<file path="config.mk">
export PLATFORM = sky130hd
export DESIGN_NAME = soc_mem_reader
export DESIGN_NICKNAME = d
export VERILOG_FILES = /design/src/rtl/soc_mem_reader_pkg.sv /design/src/rtl/soc_mem_reader_fifo.sv /design/src/rtl/soc_mem_reader.sv
export SDC_FILE = /design/constraint.sdc
export NUM_CORES = 1
export LEC_CHECK = 0
export ABC_AREA = 1
export CAP_MARGIN = 20
export CORE_AREA = 4 4 181 183
export DETAILED_ROUTE_END_ITERATION = 12
export DIE_AREA = 0 0 185 187
export HOLD_SLACK_MARGIN = 0.1
export PLACE_DENSITY = 0.61
export RECOVER_POWER = 50
export SYNTH_ARGS = -nofsm -noshare
export SYNTH_HDL_FRONTEND = slang
export SYNTH_SLANG_ARGS = --single-unit
</file>
<file path="constraint.sdc">
create_clock -name clk -period 1.85 [get_ports clk]
set_clock_uncertainty 0.1 [all_clocks]
set_input_delay 0.2775 -clock clk [delete_from_list [all_inputs] [get_ports clk]]
set_output_delay 0.2775 -clock clk [all_outputs]
set_load 0.02 [all_outputs]
</file>
<file path="src/rtl/soc_mem_reader_pkg.sv">
// Shared constants and FSM state type for the on-chip memory read master.
package soc_mem_reader_pkg;
  localparam int ADDR_W    = 12;
  localparam int DATA_W    = 32;
  localparam int MEM_WORDS = 2560;
  localparam int COUNT_W   = 13;

  typedef enum logic [1:0] {
    IDLE  = 2'd0,
    RUN   = 2'd1,
    DRAIN = 2'd2
  } state_t;
endpackage

</file>
<file path="src/rtl/soc_mem_reader_fifo.sv">
// Small show-ahead FIFO: the head entry is visible on rd_data whenever not empty.
module soc_mem_reader_fifo #(
  parameter int WIDTH = 34,
  parameter int DEPTH = 4,
  localparam int PTR_W = $clog2(DEPTH)
) (
  input  logic             clk,
  input  logic             reset_n,
  input  logic             flush,
  input  logic             push,
  input  logic             pop,
  input  logic [WIDTH-1:0] wr_data,
  output logic [WIDTH-1:0] rd_data,
  output logic             empty,
  output logic [PTR_W:0]   count
);
  logic [WIDTH-1:0] mem_reg [DEPTH];
  logic [PTR_W-1:0] wr_ptr_reg;
  logic [PTR_W-1:0] rd_ptr_reg;
  logic [PTR_W:0]   count_reg;
  logic             do_pop;

  assign do_pop  = pop && (count_reg != '0);
  assign empty   = (count_reg == '0);
  assign count   = count_reg;
  assign rd_data = mem_reg[rd_ptr_reg];

  // Storage is not reset; validity is tracked by count_reg alone.
  always_ff @(posedge clk) begin
    if (push) mem_reg[wr_ptr_reg] <= wr_data;
  end

  always_ff @(posedge clk) begin
    if (!reset_n || flush) begin
      wr_ptr_reg <= '0;
      rd_ptr_reg <= '0;
      count_reg  <= '0;
    end else begin
      if (push)   wr_ptr_reg <= wr_ptr_reg + 1'b1;
      if (do_pop) rd_ptr_reg <= rd_ptr_reg + 1'b1;
      case ({push, do_pop})
        2'b10:   count_reg <= count_reg + 1'b1;
        2'b01:   count_reg <= count_reg - 1'b1;
        default: count_reg <= count_reg;
      endcase
    end
  end
endmodule

</file>
<file path="src/rtl/soc_mem_reader.sv">
// Avalon-MM read master streaming a block of on-chip memory words as one
// Avalon-ST packet, with credit-limited issue into a small output FIFO.
module soc_mem_reader #(
  parameter int ADDR_W     = soc_mem_reader_pkg::ADDR_W,
  parameter int DATA_W     = soc_mem_reader_pkg::DATA_W,
  parameter int MEM_WORDS  = soc_mem_reader_pkg::MEM_WORDS,
  parameter int FIFO_DEPTH = 4
) (
  input  logic              clk,
  input  logic              reset_n,
  input  logic              start,
  input  logic              abort,
  input  logic [ADDR_W-1:0] base_addr,
  input  logic [12:0]       word_count,
  output logic              busy,
  output logic              done,
  output logic [ADDR_W-1:0] mem_address,
  output logic              mem_chipselect,
  output logic              mem_clken,
  output logic              mem_write,
  output logic [3:0]        mem_byteenable,
  input  logic [DATA_W-1:0] mem_readdata,
  output logic [DATA_W-1:0] st_data,
  output logic              st_valid,
  input  logic              st_ready,
  output logic              st_sop,
  output logic              st_eop
);
  import soc_mem_reader_pkg::*;

  localparam int PTR_W = $clog2(FIFO_DEPTH);
  localparam int OCC_W = PTR_W + 2;

  state_t              state_reg, state_next;
  logic [ADDR_W-1:0]   addr_reg, addr_next;
  logic [COUNT_W-1:0]  issue_left_reg, count_reg, push_idx_reg;
  logic                inflight_reg, done_reg;
  logic                issue, credit_ok, accept, zero_start, eop_pop, pop;
  logic [PTR_W:0]      fifo_count;
  logic                fifo_empty;
  logic [OCC_W-1:0]    occupancy;
  logic [DATA_W+1:0]   fifo_in, fifo_head;

  // Words buffered plus the one possibly in flight must never exceed the FIFO.
  assign occupancy  = OCC_W'(fifo_count) + OCC_W'(inflight_reg);
  assign credit_ok  = occupancy < OCC_W'(FIFO_DEPTH);
  assign accept     = (state_reg == IDLE) && start && !abort && (word_count != '0);
  assign zero_start = (state_reg == IDLE) && start && !abort && (word_count == '0);
  assign pop        = st_valid && st_ready;
  assign eop_pop    = pop && st_eop;
  assign addr_next  = (addr_reg == ADDR_W'(MEM_WORDS - 1)) ? '0 : addr_reg + 1'b1;

  always_ff @(posedge clk) begin
    if (!reset_n) state_reg <= IDLE;
    else          state_reg <= state_next;
  end

  always_comb begin
    state_next = state_reg;
    case (state_reg)
      IDLE:  if (accept) state_next = RUN;
      RUN: begin
        if (abort)                             state_next = IDLE;
        else if (issue && issue_left_reg == 1) state_next = DRAIN;
      end
      DRAIN: begin
        if (abort)        state_next = IDLE;
        else if (eop_pop) state_next = IDLE;
      end
      default: state_next = IDLE;
    endcase
  end

  always_comb begin
    busy  = (state_reg != IDLE);
    issue = (state_reg == RUN) && credit_ok;
  end

  always_ff @(posedge clk) begin
    if (!reset_n) begin
      addr_reg       <= '0;
      issue_left_reg <= '0;
      count_reg      <= '0;
      push_idx_reg   <= '0;
      inflight_reg   <= 1'b0;
      done_reg       <= 1'b0;
    end else begin
      inflight_reg <= issue && !abort;
      done_reg     <= zero_start || ((state_reg == DRAIN) && !abort && eop_pop);
      if (accept) begin
        addr_reg       <= base_addr;
        issue_left_reg <= word_count;
        count_reg      <= word_count;
        push_idx_reg   <= '0;
      end else begin
        if (issue) begin
          addr_reg       <= addr_next;
          issue_left_reg <= issue_left_reg - 1'b1;
        end
        if (inflight_reg) push_idx_reg <= push_idx_reg + 1'b1;
      end
    end
  end

  // Packet position is tagged on push so the stream side needs no counters.
  assign fifo_in = {mem_readdata,
                    (push_idx_reg == '0),
                    (push_idx_reg == count_reg - 1'b1)};

  soc_mem_reader_fifo #(
    .WIDTH (DATA_W + 2),
    .DEPTH (FIFO_DEPTH)
  ) u_fifo (
    .clk     (clk),
    .reset_n (reset_n),
    .flush   (abort && busy),
    .push    (inflight_reg),
    .pop     (pop),
    .wr_data (fifo_in),
    .rd_data (fifo_head),
    .empty   (fifo_empty),
    .count   (fifo_count)
  );

  assign st_valid       = !fifo_empty;
  assign st_data        = fifo_head[DATA_W+1:2];
  assign st_sop         = st_valid && fifo_head[1];
  assign st_eop         = st_valid && fifo_head[0];
  assign done           = done_reg;
  assign mem_address    = addr_reg;
  assign mem_chipselect = issue;
  assign mem_clken      = 1'b1;
  assign mem_write      = 1'b0;
  assign mem_byteenable = 4'hF;
endmodule

</file>
==> results of run 1 <==
path summary, 6_finish.rpt:
path	slack, ns	to	cells past startpoint	start
max	-0.17	st_data[5]	5	flop
min	0.39	count_reg[12]	2	count_reg[12]
max reg2reg	0.06	u_fifo.mem_reg[1][20]	4	inflight_reg
min reg2reg	0.39	count_reg[12]	2	count_reg[12]
cell usage after synthesis, types with 4 or more instances:
master      n
a21oi_1    18
buf_2       5
buf_4       7
clkbuf_1   25
dfxtp_1    64
edfxtp_1  136
ha_1       11
inv_1      81
nand2_1   149
nand2_2     6
nand3_1    52
nand4_1    12
nor2_1    148
nor3_1     12
nor3_2      4
nor3b_1     4
o211ai_1    4
o21ai_0    82
o22ai_1    42
xnor2_1     6
xor2_1     18
cell families (layout without fill, tap and decap cells):
logic type | count (synthesis) | count (layout)
flip-flops | 200 | 200
other | 2 | 6
AO/OA/AOI/OAI | 158 | 158
AND/OR/NAND/NOR | 402 | 402
adder cells (fa/ha/maj) | 12 | 12
XOR/XNOR | 24 | 24
buffers and inverters | 126 | 311
critical path: cells and delay by family, from the launching register on:
kind / cells / cell delay [ns]
AOI/OAI and AO/OA: 2 / 0.28
buffers and inverters: 3 / 0.46
DFF: 1 / 0.46
layout by cell type (no fill, tap or decap), types with 9 or more instances in the layout:
master and instances:
nand2_1 146, edfxtp_1 136, nor2_1 135, buf_4 93
inv_1 73, dfxtp_1 55, nand3_1 49, o21ai_0 47
o22ai_1 39, o21ai_1 33, dlygate4sd3_1 33, clkdlybuf4s50_1 30
clkbuf_16 20, a21oi_1 18, xor2_1 17, nand4_1 12
nor3_1 11, nor2_2 10, dlygate4sd2_1 10, ha_1 9
where the power goes:
| part | total (mW) | leakage [nW] | internal [mW] | switching [mW] |
|---|---|---|---|---|
| clock network | 3.88 | 0.306 | 2.07 | 1.80 |
| registers | 4.91 | 1.74 | 4.84 | 0.0688 |
| logic | 1.26 | 2.56 | 0.538 | 0.726 |
layer usage:
layer	vias to the layer above	part of all wire, %	track usage (%)
li1	3498	-	-
met1	3246	48	17.1
met2	156	46	20.0
met3	15	5.4	2.86
met4	0	1.1	2.65
met5	-	0	0
cell type report:
cell class | instances | share of cell area, %
clock buffer | 17 | 3.57
clock inverter | 15 | 1.66
inverter | 86 | 2.97
multi-input combinational | 602 | 26.9
sequential | 200 | 45.2
tap | 402 | 4.22
timing repair buffer | 193 | 15.5
per-stage QoR:
stage,hold WS (ns),std cells,instance area (µm²),utilization (%),TNS (ns)
2_1_floorplan,0.257,928,8980,-,-0.0196
3_3_place_gp,0.381,1462,11000,35.1,-5.83
3_5_place_dp,0.390,1462,11000,35.1,-8.56
4_1_cts,0.355,1502,11700,37.3,-4.69
5_1_grt,0.414,1515,11900,38.2,-9.03
6_report,0.394,1515,11900,38.2,-4.07
repair_timing:
action	CTS	global route
endpoints found under the setup margin	50	46
setup buffers	5	10
endpoints found under the hold margin	0	0
pin swaps	1	21
resized for setup	204	71
gates cloned	3	3
==> metrics.txt, run 1 <==
Iter 0 DRT Violations 325; sequential cell area 0.00538 mm²; fill cell count slightly above 3000; Yosys reg bits 200; period utilization 109%; Post-synth EDFFs 136; post-synthesis mux area share 0%; IO Port Bufs 111; Syn Area/Cell 9.68 µm²; Clock Latency Late Sink approximately 0.43 ns; Max clock buf depth 2; max reg flops between 100 and 150; hpwl dp 14200 µm; synthesized cell area 0.00894 mm²; crit start category flop; GPL Wtd Cong 0.852; post-synthesis compound-gate area fraction 9.82%; CP Max Fanout 10; Slew headroom 61.1%; fmax 496 MHz; Leak approximately 4.6 nW; count of different cell masters after synthesis 46; adder-cell share of the synthesized area 1.76%; Synth Area in Simple Gates between 10% and 20%; htree depth 4; Synth top area share a little under half; initial antenna violation count 0; Clock transition at path regs 0.08 ns; Yosys top cell by area edfxtp_1; most used cell, CP buf_4; Root Buffer clkbuf_16; Global Route Usage Sum 12.4%; Worst VDD drop 616 µV; Top FF cell, synth edfxtp_1; number of CTS-inserted buffers 17; failing checks setup timing; layout cell share with drive strength beyond 1 a little over 20%; Initial Utilization 28.6%; max-slew violations 0; area added between synthesis and finish 33.2%; Place WS -0.319 ns; first-pass GRT wire length 34500 µm; Yosys warnings 0; PD cells 844 mW/mm²; Worst Path Arrival 1.64 ns; number of iterations in the first detailed-routing pass 5; Vert. Die Dim 187 µm; Worst path slowest cell dfxtp_4; CTS tree built; largest net degree at the start of global routing 35; sequential fraction of the synthesis area 60.0%; hold-fix buffers at CTS 0; Max Cap Viol 0; main area contributors after synthesis edfxtp_1, dfxtp_1, nand2_1, nor2_1, o21ai_0; Gate Count Post-Synth 924; asr flop ratio synth 0%; antenna-violating nets left 0; Overall Power 10.1 mW; Hold Crit Class flop to flop; final setup violating endpoints 34; Worst EP required 1.47 ns; Worst-Margin Slew 0.584 ns; die width approximately 190 µm; Core Area about 0.031 mm²; DR vias/cell 4.56; Crit Path Class flop to primary output; full die area 0.0346 mm²; num ports 118; vias in the first global route 6694; Final #Nets ~1200; CP peak stage delay 0.46 ns; status complete, but fails checks; multi-input gate area in the final layout 0.00321 mm²; Vias 6915; kind of end point of the critical path primary output; Clock Sinks 200; endpoints failing hold 0; # diodes 0; drt total wl 21900 µm; RSZ-0062 raised after global routing yes; Synth Area in XOR/XNOR 2.35%; GRT overflow 0; crit path cell chain buf_4, buf_16, o21ai_0, o22ai_1, buf_4; Remaining DRCs 0; main combinational cell family by area after synthesis simple AND/OR/NAND/NOR gates; post-layout min period a little over 2 ns; final setup margin -0.166 ns; routed length per instance 14.4 µm; row count 65
Power figures use the tool's default switching activity.
==> inputs of run 2 (changes only) <==
- PLACE_DENSITY: 0.61 -> default
- PLACE_DENSITY_LB_ADDON: default -> 0.05
==> run 2 against run 1 <==
The run still ends with setup timing left. Worst hold slack improved by 0.0027 ns. Via count rose by 0.62%. Total power rose by 2.3%. Sequential power barely moved. Combinational power rose by 13%. Global-route usage rose by 1.8 points. Critical path type unchanged. Critical endpoint is now st_data[25]. Largest cell class unchanged.
==> metrics.txt, run 2 (synthesized netlist as in run 1, its figures left out) <==
GRT overflow 0 (unchanged); Vert. Die Dim 187 µm (unchanged); drt total wl 25300 µm (+16%); IO Port Bufs 111 (unchanged); fill cell count 3108 (-0.096%); DR WL met2 12600 µm (+25%); Hold EP mem_address[6]; Seq pwr share 47.8% (-1.1 points); Crit Path Class flop to primary output; Leak 4.87 nW (+5.7%); first-pass GRT wire length 38300 µm (+11%); final setup margin -0.177 ns (-0.0109 ns); Hold Crit Class input port to flop; Hold Startpoint base_addr[6]; Slew headroom 56.5% (-4.5 points); Hold Path Depth 5 (+3); Worst Path Arrival 1.65 ns (about the same); Highest Signal Layer met4; layout cell share with drive strength beyond 1 28.2% (+7.9 points); Vias 6958 (+0.62%); die width 185 µm (unchanged); Core Area 0.0312 mm² (unchanged); most common cell after layout, fill and taps aside nand2_1; failing checks setup timing; Clock Latency Late Sink 0.43 ns (about the same); endpoints failing hold 0 (unchanged); Max clock buf depth 2 (unchanged); htree depth 4 (unchanged); Logic pwr share 13.8% (+1.2 points); largest net degree at the start of global routing 35 (unchanged); num ports 118 (unchanged); Max Cap Viol 0 (unchanged); antenna-violating nets left 0 (unchanged); Global Route Usage Sum 14.2% (+1.8 points); initial antenna violation count 0 (unchanged); Worst VDD drop 576 µV (-6.6%); multi-input gate area in the final layout 0.00352 mm² (+9.8%); full die area 0.0346 mm² (unchanged); hpwl dp 15800 µm (+11%); period utilization 110% (+0.59 points); fmax 493 MHz (-0.54%); # diodes 0 (unchanged); Clock transition at path regs 0.09 ns (about the same); kind of end point of the critical path primary output; switching pwr 2.93 mW (+13%); Worst EP required 1.47 ns (about the same); max reg flops 136 (unchanged); number of CTS-inserted buffers 17 (unchanged); routed length per instance 16.4 µm (+14%); Reg-to-Reg End state_reg[1]; GPL Wtd Cong 0.769 (-9.7%); R2R cell count 13 (+9); Overall Power 10.3 mW (+2.3%); number of iterations in the first detailed-routing pass 4 (-1); max-slew violations 0 (unchanged); Root Buffer clkbuf_16; most frequent cells in the layout nand2_1, edfxtp_1, nor2_1, buf_4, inv_1; internal cell power 7.35 mW (-1.4%); crit start category flop; switching portion of total power 28.5% (+2.7 points); DR vias/cell 4.52 (-0.95%); area added between synthesis and finish 41.3%; CP Max Fanout 17 (+7); post-layout min period 2.03 ns (+0.0109 ns); Clock Sinks 200 (unchanged); Iter 0 DRT Violations 219 (-33%); row count 65 (unchanged); CTS tree built; hold-fix buffers at CTS 0 (unchanged); final setup violating endpoints 34 (unchanged); sequential cell area 0.00538 mm² (about the same); Finished Core Util 40.5% (+2.3 points); Final #Nets 1198 (+2.0%); r2r setup slk 0.04 ns (-0.02 ns); Worst-Margin Slew 0.652 ns (+0.0681 ns); status complete, but fails checks; Initial Utilization 28.6% (unchanged); clock network fraction of total power 38.4% (-0.2 points); WL met1 11800 µm (+13%); WL met3 739 µm (-38%); Remaining DRCs 0 (unchanged); vias in the first global route 7006 (+4.7%); PD cells 814 mW/mm² (-3.6%); RSZ-0062 raised after global routing yes
run 2: changes by cell type in the layout (fill, tap and decap cells not counted), moves of 6 or more:
| cell | previous run | this run |
|---|---|---|
| buf_12 | 7 | 14 |
| buf_4 | 93 | 87 |
| buf_6 | 8 | 23 |
| nand2_1 | 146 | 138 |
| nand2_2 | 8 | 15 |
| nor2_1 | 135 | 115 |
| nor2_2 | 10 | 27 |
| o21ai_0 | 47 | 25 |
| o21ai_1 | 33 | 26 |
| o21ai_2 | 5 | 31 |
| o22ai_1 | 39 | 27 |
| o22ai_2 | 3 | 15 |
run 2: routing by layer:
metal  vias up  global-route usage, %
li1       3550                      -
met1      3287                   18.6
met2       104                   24.4
met3        17                   2.41
met4         0                   3.36
met5         -                      0
run 2: metrics by stage:
| step | TNS, ns | cell area (µm²) | cells | setup WS (ns) | hold WS (ns) |
|---|---|---|---|---|---|
| 2_1_floorplan | -0.0196 | 8980 | 928 | -0.0196 | 0.257 |
| 3_3_place_gp | -12.60 | 11100 | 1479 | -0.338 | 0.390 |
| 3_5_place_dp | -13.31 | 11100 | 1479 | -0.331 | 0.384 |
| 4_1_cts | -4.58 | 12200 | 1528 | -0.195 | 0.346 |
| 5_1_grt | -8.27 | 12600 | 1539 | -0.240 | 0.401 |
| 6_report | -4.22 | 12600 | 1539 | -0.177 | 0.397 |
run 2: layout make-up:
cell class	count	area share (%)
clock inverter	15	1.61
tap	402	3.98
timing repair buffer	217	17.7
clock buffer	17	3.37
sequential	200	42.6
multi-input combinational	602	27.8
inverter	86	2.90
run 2: critical path: stages (launching register included):
cell and delay (ns):
dfxtp_4 0.39, buf_12 0.13, clkinv_8 0.09, buf_16 0.18
o21ai_1 0.15, o22ai_2 0.12, buf_6 0.14
run 2: worst max-delay path by stage:
stage / from / endpoint / slack, ns / cells after the start
after global placement: st_ready / u_fifo.count[2] / -0.34 / 10
after detailed placement: st_ready / u_fifo.count[2] / -0.33 / 10
final: flop / st_data[25] / -0.18 / 6
after global routing: flop / st_data[5] / -0.24 / 6
after CTS: flop / st_eop / -0.20 / 6
after floorplan: u_fifo.count[2] / u_fifo.count[2] / -0.02 / 9
run 2: power by group through the flow:
stage	Clock [mW]	Sequential (mW)	Combinational, mW
after floorplan	0	5.02	0.718
after global placement	0	5.01	1.31
after detailed placement	0	5.01	1.30
after CTS	4.08	4.91	1.34
after global routing	4.23	4.92	1.58
final	3.95	4.91	1.42
run 2: repair_timing:
item,CTS,global route
setup endpoints to repair,51,51
buffers inserted,11,7
gates resized for setup,291,122
pin swaps,21,28
gates cloned,6,5
==> inputs of run 3 (changes only) <==
- clock period: 1.85 -> 1.9 ns (I/O delays scaled with it)
==> run 3 against run 2 <==
Die area did not move. The run still ends with setup timing left. Highest routed layer unchanged. Critical endpoint is now st_eop. Global-route usage up 0.16 points. Largest cell class unchanged. Sequential cell count unchanged. Final cell count shrank 0.13%.
==> metrics.txt, run 3 (synthesized netlist as in run 1, its figures left out) <==
row count 65 (unchanged); crit start category flop; Vias 6953 (-0.072%); Hold Path Depth 5 (unchanged); endpoints failing hold 0 (unchanged); Remaining DRCs 0 (unchanged); largest net degree at the start of global routing 35 (unchanged); htree depth 4 (unchanged); WL met1 11500 µm (-2.6%); Slew headroom 59.9% (+3.4 points); DR WL met2 12100 µm (-3.4%); layout cell share with drive strength beyond 1 22.8% (-5.5 points); antenna-violating nets left 0 (unchanged); post-layout min period 1.99 ns; hold-fix buffers at CTS 0 (unchanged); crit path cell chain buf_12, buf_6, nor2_1, nor2_1, o21ai_1, a21oi_1, buf_4; Clock Latency Late Sink 0.43 ns (about the same); most used cell, CP nor2_1; Placed Instances 1485 (+0.41%); Max Cap Viol 0 (unchanged); DR vias/cell 4.52 (about the same); Crit Path Class flop to primary output; RSZ-0062 raised after global routing yes; period utilization 105%; Iter 0 DRT Violations 317 (+45%); Hold Crit Class input port to flop; most common cell after layout, fill and taps aside nand2_1; final setup violating endpoints 28 (-18%); Area after DPL 0.0112 mm² (+1.0%); Worst path slowest cell dfxtp_4; Global Route Usage Sum 14.3% (+0.16 points); Initial Utilization 28.6% (unchanged); GRT overflow 0 (unchanged); Worst VDD drop 544 µV (-5.5%); PD cells 783 mW/mm² (-3.7%); WL met3 803 µm (+8.7%); IO Port Bufs 111 (unchanged); drt total wl 24600 µm (-2.6%); number of iterations in the first detailed-routing pass 4 (unchanged); routed length per instance 16.0 µm (-2.5%); first-pass GRT wire length 39000 µm (+1.7%); Place WS -0.276 ns (+0.0551 ns); die width 185 µm (unchanged); Leak 4.80 nW (-1.5%); CP Max Fanout 4 (-13); full die area 0.0346 mm² (unchanged); R2R cell count 8 (-5); cell area after layout 0.0123 mm² (-2.7%); Worst EP required 1.51 ns (+0.04 ns); vias in the first global route 7013 (+0.10%); Final #Nets 1195 (-0.25%); Core Area 0.0312 mm² (unchanged); kind of end point of the critical path primary output; Final Non-Filler Cells 1537 (-0.13%); most frequent cells in the layout nand2_1, edfxtp_1, nor2_1, buf_4, inv_1; max reg flops 136 (unchanged); final setup margin -0.0946 ns (+0.0827 ns); Clock Sinks 200 (unchanged); GPL Wtd Cong 0.766 (-0.35%); max-slew violations 0 (unchanged); Clock transition at path regs 0.07 ns (-0.02 ns); CP peak stage delay 0.41 ns (+0.02 ns); status complete, but fails checks; Vert. Die Dim 187 µm (unchanged); area added between synthesis and finish 37.5%; r2r setup slk 0.07 ns (+0.03 ns); Worst-Margin Slew 0.596 ns (-0.0560 ns); number of CTS-inserted buffers 17 (unchanged); hpwl dp 16100 µm (+2.2%); failing checks setup timing; Max clock buf depth 2 (unchanged); Worst Path Arrival 1.61 ns (-0.04 ns); num ports 118 (unchanged); Highest Signal Layer met4; Root Buffer clkbuf_16; fmax between 500 and 600 MHz; CTS tree built; initial antenna violation count 0 (unchanged)
run 3: changes by cell type in the layout (fill, tap and decap cells not counted), sizes merged:
| cell | delta |
|---|---|
| inv | +2 |
| dlygate4sd2 | -2 |
| diode | +1 |
| bufinv | +1 |
| clkinvlp | -5 |
| clkbuf | -4 |
| buf | +2 |
| clkinv | +1 |
| clkdlybuf4s50 | +2 |
run 3: timing repair:
action	4_1_cts	5_1_grt
hold endpoints to repair	0	0
endpoints found under the setup margin	49	50
pin swaps	24	21
gates cloned	3	2
gates resized for setup	284	54
setup buffers	10	4
run 3: final timing paths:
kind	startpoint	end
max reg2reg	inflight_reg	mem_address[5]
min reg2reg	count_reg[12]	count_reg[12]
min	base_addr[1]	mem_address[1]
max	flop	st_eop
run 3: area by class of cell:
cell class	count	area [µm²]
Sequential cell	200	5380
Inverter	86	340
Clock buffer	18	429
Fill cell	3180	18900
Multi-Input combinational cell	602	3280
Tap cell	402	503
Clock inverter	14	141
Antenna cell	1	2.50
Timing Repair Buffer	214	2220
run 3: through the flow:
step,util (%),total power [mW],setup TNS [ns],hold slack [ns]
after floorplan,-,5.59,0,0.264
after CTS,38.7,9.76,-2.58,0.368
after global routing,39.4,10.1,-6.28,0.418
final,39.4,9.63,-1.18,0.395
after detailed placement,35.8,6.16,-8.03,0.398
after global placement,35.8,6.16,-7.21,0.389
run 3: power by group:
part	internal (mW)	leakage [nW]	switching, mW
combinational	0.575	2.78	0.733
sequential	4.72	1.74	0.0644
clock	1.85	0.278	1.69
run 3: per-layer routing:
layer  GRT usage [%]  vias up
met5               0        -
met4            3.08        0
met3            2.68       15
met2            24.2      118
met1            19.2     3281
li1                -     3539
run 3: worst max-delay path: cells and delay by family, from the launching register on:
family          cells  cell delay [ns]
buf+inv             3             0.39
flops               1             0.41
compound gates      2             0.26
simple gates        2             0.10
